File: config.mk
export PLATFORM = sky130hd
export DESIGN_NAME = c3lib_ckmux4_sel_ctl
export DESIGN_NICKNAME = d
export VERILOG_FILES = /design/src/rtl/c3lib_ckmux4_sel_ctl.sv
export SDC_FILE = /design/constraint.sdc
export NUM_CORES = 1
export LEC_CHECK = 0
export ABC_AREA = 1
export ABC_CLOCK_PERIOD_IN_PS = 3400
export BUFFER_PORTS_ARGS = -buffer_cell sky130_fd_sc_hd__buf_2
export CORE_AREA = 2 2 39 41
export DETAILED_ROUTE_END_ITERATION = 10
export DIE_AREA = 0 0 41 43
export PLACE_DENSITY = 0.72
export RECOVER_POWER = 50
export SETUP_SLACK_MARGIN = 0.2
export SLEW_MARGIN = 10
export SYNTH_ARGS = -nofsm -noshare
export SYNTH_HDL_FRONTEND = slang
export SYNTH_SLANG_ARGS = --single-unit
File: constraint.sdc
create_clock -name clk -period 3.4 [get_ports clk]
set_clock_uncertainty 0.1 [all_clocks]
set_input_delay 0.51 -clock clk [delete_from_list [all_inputs] [get_ports clk]]
set_output_delay 0.51 -clock clk [all_outputs]
set_load 0.05 [all_outputs]
File: src/rtl/c3lib_ckmux4_sel_ctl.sv
// Select sequencer for a 4:1 clock mux: gates the clock off, switches
// s1/s0, waits out a settle window, then re-enables the clock.
module c3lib_ckmux4_sel_ctl #(
    parameter int         GATE_OFF_CYC = 4,
    parameter int         SETTLE_CYC   = 8,
    parameter int         CNT_W        = 4,
    parameter logic [1:0] RST_SEL      = 2'b00
) (
    input  logic       clk,
    input  logic       rst_n,
    input  logic [1:0] sel_req,
    input  logic       sel_req_vld,
    output logic       sel_req_rdy,
    output logic       s0,
    output logic       s1,
    output logic       ck_gate_en,
    output logic       sel_done,
    output logic [1:0] cur_sel
);

    typedef enum logic [1:0] {
        SETTLE   = 2'd0,
        IDLE     = 2'd1,
        GATE_OFF = 2'd2
    } state_t;

    localparam logic [CNT_W-1:0] GATE_LD   = CNT_W'(GATE_OFF_CYC - 1);
    localparam logic [CNT_W-1:0] SETTLE_LD = CNT_W'(SETTLE_CYC - 1);
    localparam logic [CNT_W-1:0] CNT_ONE   = CNT_W'(1);

    state_t           state_q, state_d;
    logic [CNT_W-1:0] cnt_q, cnt_d;
    logic [1:0]       pend_q, pend_d;
    logic [1:0]       sel_q, sel_d;
    logic             gate_q, gate_d;
    logic             done_q, done_d;

    always_comb begin
        state_d = state_q;
        cnt_d   = cnt_q;
        pend_d  = pend_q;
        sel_d   = sel_q;
        gate_d  = gate_q;
        done_d  = 1'b0;
        unique case (state_q)
            IDLE: begin
                if (sel_req_vld) begin
                    if (sel_req == sel_q) begin
                        done_d = 1'b1;
                    end else begin
                        pend_d  = sel_req;
                        gate_d  = 1'b0;
                        cnt_d   = GATE_LD;
                        state_d = GATE_OFF;
                    end
                end
            end
            // select moves only here, with the gate already closed
            GATE_OFF: begin
                if (cnt_q == '0) begin
                    sel_d   = pend_q;
                    cnt_d   = SETTLE_LD;
                    state_d = SETTLE;
                end else begin
                    cnt_d = cnt_q - CNT_ONE;
                end
            end
            SETTLE: begin
                if (cnt_q == '0) begin
                    gate_d  = 1'b1;
                    done_d  = 1'b1;
                    state_d = IDLE;
                end else begin
                    cnt_d = cnt_q - CNT_ONE;
                end
            end
            default: begin
                state_d = SETTLE;
                cnt_d   = SETTLE_LD;
                gate_d  = 1'b0;
            end
        endcase
    end

    always_ff @(posedge clk) begin
        if (!rst_n) begin
            state_q <= SETTLE;
            cnt_q   <= SETTLE_LD;
            pend_q  <= RST_SEL;
            sel_q   <= RST_SEL;
            gate_q  <= 1'b0;
            done_q  <= 1'b0;
        end else begin
            state_q <= state_d;
            cnt_q   <= cnt_d;
            pend_q  <= pend_d;
            sel_q   <= sel_d;
            gate_q  <= gate_d;
            done_q  <= done_d;
        end
    end

    assign sel_req_rdy = (state_q == IDLE);
    assign s0          = sel_q[0];
    assign s1          = sel_q[1];
    assign cur_sel     = sel_q;
    assign ck_gate_en  = gate_q;
    assign sel_done    = done_q;

endmodule

# Word-level counts from Yosys, hierarchy flattened
# Index checks and enable logic that the tools add are counted.
# totals
regBits	12
latch_bits	0
ramBits	0
rom_bits	0
input_bits	5
output_inout_bits	7
wordCells	42
memories	0
# op_classes
addsub	1
multipliers	0
div_mod_pow	0
n_lt_le_gt_ge	0
n_eq_ne	8
n_shift	0
muxes	18
n_bitwise	2
n_reduce_logical	7
# op_table
cell	count
$mux W4	4
$pmux W4 S3	1
$ne A2 B2 Y1 const B	5
$mux W2	4
$reduce_and A4 Y1	2
$mux W1	6
$pmux W2 S3	1
$reduce_and A3 Y1	2
$logic_not A4 Y1	1
$sub A4 B1 Y4 const B	1
$pmux W1 S3	1
$eq A2 B1 Y1 const B	1
$eq A2 B2 Y1	1
$eq A2 B2 Y1 const B	1
$logic_not A2 Y1	1
$not A1 Y1	2
$pmux W1 S2	1
$reduce_and A2 Y1	1

# Depth between registers and ports, before layout
# depth
word_depth	4
depth_mapped	9
mapped_depth_nobuf	9

# Least setup slack after synthesis
# OpenSTA, ideal clock, no wires.
# synth_path
path_type	reg-to-output
start	register sel_q[0] (netlist: cur_sel[0])
end	output port cur_sel[0]
arrival_time_ns	0.950
required_time_ns	2.790
path_slack_ns	1.840
path_stages_with_launch	2
n_path_buf	1
cell_sequence	dfxtp_1 -> buf_4
# synth_lines
element	line	source
start, declared	34	logic [1:0] sel_q, sel_d;
start signal, assigned	97	sel_q <= sel_d;
end, declared	18	output logic [1:0] cur_sel
# No word-level cell between the ends.

# Worst setup path in the final report
# layout_path
start	register state_q[0]
end	output port sel_req_rdy
# layout_via
elab_chain_cells	1
# layout_rtl
element	line	source
start, declared	31	state_t state_q, state_d;
start signal, assigned	94	state_q <= state_d;
$eq A2 B1 Y1	103	assign sel_req_rdy = (state_q == IDLE);
end, declared	13	output logic sel_req_rdy,
# Every way passes these cells.

==> results.py <==
metrics = {
    "run_status": {
        "run_status": "finished, final reports clean",
    },
    "synth": {
        "synthesis.nets": 96,
        "postSynth.asyncResetShare_pct": 0,
        "synth.yosys.seq_area_share_pct": 36.2,
        "yosys_register_bits": 12,
        "synth_ff_type": "dfxtp_1",
        "synth.distinct_cells": 20,
        "count_of_yosys_warnings_during_synthesis": 0,
        "synth_enable_flop_cells": 0,
        "postSynthCellCount": 90,
        "post_synth_instance_area_sq_um": 663,
        "synth.avg_cell_area_sq_um": 7.37,
    },
    "timing": {
        "min_period_ns": 1.85,
        "slew_margin_rel_pct": 60.4,
        "max_freq_mhz": 539,
        "setup_total_negative_slack_ns": 0,
        "tightestPinTransition_ns": 0.597,
        "fin_crit_sh_pct": 54.6,
        "final_hold_viols": 0,
        "final_max_slew_viol_count": 0,
        "rsz0062_at_grt": "no",
        "setup_viol_count_final": 0,
        "post-route-worst-setup-slack_ns": 1.55,
    },
    "floorplanning": {
        "io_pins": 12,
        "initial_utilization_pct": 47.9,
        "chipWidth_um": 41,
        "fp.dieArea_sq_mm": 0.00176,
        "floorplan.die.height_um": 43,
        "core_sq_mm": 0.00138,
        "num_rows": 14,
    },
    "clock_network": {
        "cts-htree-levels": 1,
        "clockRootBuffer": "clkbuf_4",
        "tritoncts": "built",
        "cts_post_setup_buffers_inserted": 0,
        "cts.reportedPaths.clkPinSlew_ns": 0.08,
        "ctsResizeCount": 0,
        "clock_latency_ns": 0.28,
        "numCtsBuffers": 3,
        "numClockSinks": 12,
        "cts.hold.buffers_added": 0,
        "cts.path.max_buffers": 2,
    },
    "global_routing": {
        "groute.usage.overall_pct": 18.3,
        "grt_pass1_wl_um": 2190,
        "grt_antenna_before_repair": 0,
        "grt_pass1_vias": 510,
        "grt_start_max_net_pins": 9,
        "grt_overflow": 0,
    },
    "route": {
        "route.met3.wl_um": 35,
        "drcViolationCount": 0,
        "wl_per_cell_um": 10.9,
        "top_layer": "met4",
        "met2_length_um": 625,
        "drt_pre_antenna_iters": 4,
        "drt-met1-wl_um": 593,
        "drtIter0Drc": 6,
        "total_via_count_after_detailed_routing": 603,
        "finalWirelength_um": 1290,
        "vias_per_inst": 5.07,
        "drt.antenna.violating_nets": 0,
    },
    "pwr": {
        "switch_pwr_w": 0.0000745,
        "pwr_density_cell_mw_per_mm2": 398,
        "p_sw_share_pct": 25.2,
        "cell_internal_pwr_w": 0.000221,
        "part_of_the_power_in_registers_pct": 50.5,
        "clock_network_power_share_pct": 39.6,
        "combinationalPowerShare_pct": 9.8,
        "power.static_leakage_nw": 0.367,
        "design_power_total_w": 0.000296,
        "ir_worst_vdd_v": 0.000230,
    },
    "cells_and_area": {
        "final_design_area_no_fill_sq_um": 743,
        "layout_commonest_cell": "nand2_1",
        "nNetsFinal": 110,
        "num-fill-cells": 144,
        "area_growth_syn_to_layout_pct": 12.1,
        "most-common-layout-cells": "nand2_1 (22), dfxtp_1 (12), inv_1 (11), nand3_1 (9), buf_2 (9)",
        "drive_gt1_share_pct": 26.2,
        "register_area_sq_um": 240,
        "multiInputGateArea_sq_um": 334,
        "insertedDiodeCount": 0,
    },
    "worst_setup_path": {
        "cp_max_fo": 7,
        "cell_chain_critical_path": "inv_2 -> nor2_8 -> buf_2",
        "worst-endpoint-required_ns": 2.79,
        "critical_path.n_buffers_inverters": 2,
        "timing_worst_setup_path_type": "reg -> out",
        "max_stage_delay_ns": 0.43,
        "worst_ep_arrival_time_ns": 1.24,
        "critical-path-top-delay-family": "flip-flops",
        "timing.rr.start": "cnt_q[0]",
        "slowest_stage": "dfxtp_1",
        "r2r_setup_slack_ns": 1.76,
        "r2r_cells": 8,
        "reg2reg_to": "cnt_q[0]",
        "cp-end-kind": "output port",
        "worstSetupStartpointType": "flip-flop",
    },
    "min_path": {
        "worst_hold_path_type": "reg -> reg",
        "whs_path_depth": 2,
        "worstHoldEndpoint": "pend_q[0]",
        "holdCritStartpoint": "pend_q[0]",
    },
    "placed_design": {
        "place_area_sq_um": 723,
        "place_worst_setup_slack_ns": 1.85,
        "port_buffers": 11,
        "globalplace.congestion": 0.814,
        "hpwl_um": 1010,
    },
    "run": {
        "drv_cap": 0,
    },
}
==> worst reg2reg max path: cells and delay by family, from the launching register on <==
family                     cells  cell delay (ns)
buffers and inverters          2             0.18
DFF                            1             0.37
adders and majority gates      1             0.22
and+or+nand+nor                5             0.65
==> per-layer routing <==
metal	track usage, %	up-vias
li1	-	315
met1	25.3	271
met2	25.0	11
met3	4.71	6
met4	10.0	0
met5	0	-
==> logic make-up after synthesis <==
kind of cell / count (synthesis) / share of synthesized area, %
AND/OR/NAND/NOR: 43 / 35.7
buffers and inverters: 18 / 11.3
AO/OA/AOI/OAI: 15 / 13.6
flip-flops: 12 / 36.2
XOR/XNOR: 1 / 1.32
adder cells (fa/ha/maj): 1 / 1.89
==> synthesized netlist by cell type (3+ instances only) <==
master	number	area, sq um
a21oi_1	6	30.0
dfxtp_1	12	240
inv_1	10	37.5
inv_2	6	22.5
nand2_1	20	75.1
nand2_2	5	31.3
nand3_1	8	40.0
o211ai_1	3	22.5
==> state kept, by name (all words and copies together) (netlist names) <==
name / cells
ck_gate_en: 1
cnt_q: 4
cur_sel: 2
pend_q: 2
sel_done: 1
state_q: 2
==> power by group through the flow <==
stage / registers [W] / clock network, W / logic [W]
2_1_floorplan: 0.000153 / 0 / 0.0000216
3_5_place_dp: 0.000153 / 0 / 0.0000305
3_3_place_gp: 0.000153 / 0 / 0.0000303
6_report: 0.000149 / 0.000117 / 0.0000291
5_1_grt: 0.000150 / 0.000123 / 0.0000331
4_1_cts: 0.000149 / 0.000116 / 0.0000307
==> area by class of cell <==
cell class                 instances  share of cell area (%)
multi-input combinational         60                    44.9
clock buffer                       4                    4.88
tap                               16                    2.69
inverter                          16                    8.08
sequential                        12                    32.3
timing repair buffer              11                    7.07
==> stage by stage <==
stage	cells	util, %	hold slack (ns)
after detailed placement	115	52.3	0.370
after global placement	115	52.3	0.359
after floorplan	90	-	0.340
after CTS	119	54.9	0.382
final	119	53.7	0.372
after global routing	119	53.7	0.402
==> worst max-delay path by stage <==
stage | start | end | slack (ns) | depth (start not counted)
floorplan | cur_sel[0] | cur_sel[0] | 1.84 | 1
global placement | state_q[0] | sel_req_rdy | 1.87 | 3
detailed placement | state_q[0] | sel_req_rdy | 1.85 | 3
CTS | state_q[0] | sel_req_rdy | 1.54 | 3
global route | state_q[0] | sel_req_rdy | 1.48 | 3
finish | state_q[0] | sel_req_rdy | 1.55 | 3
Power figures use the tool's default switching activity.
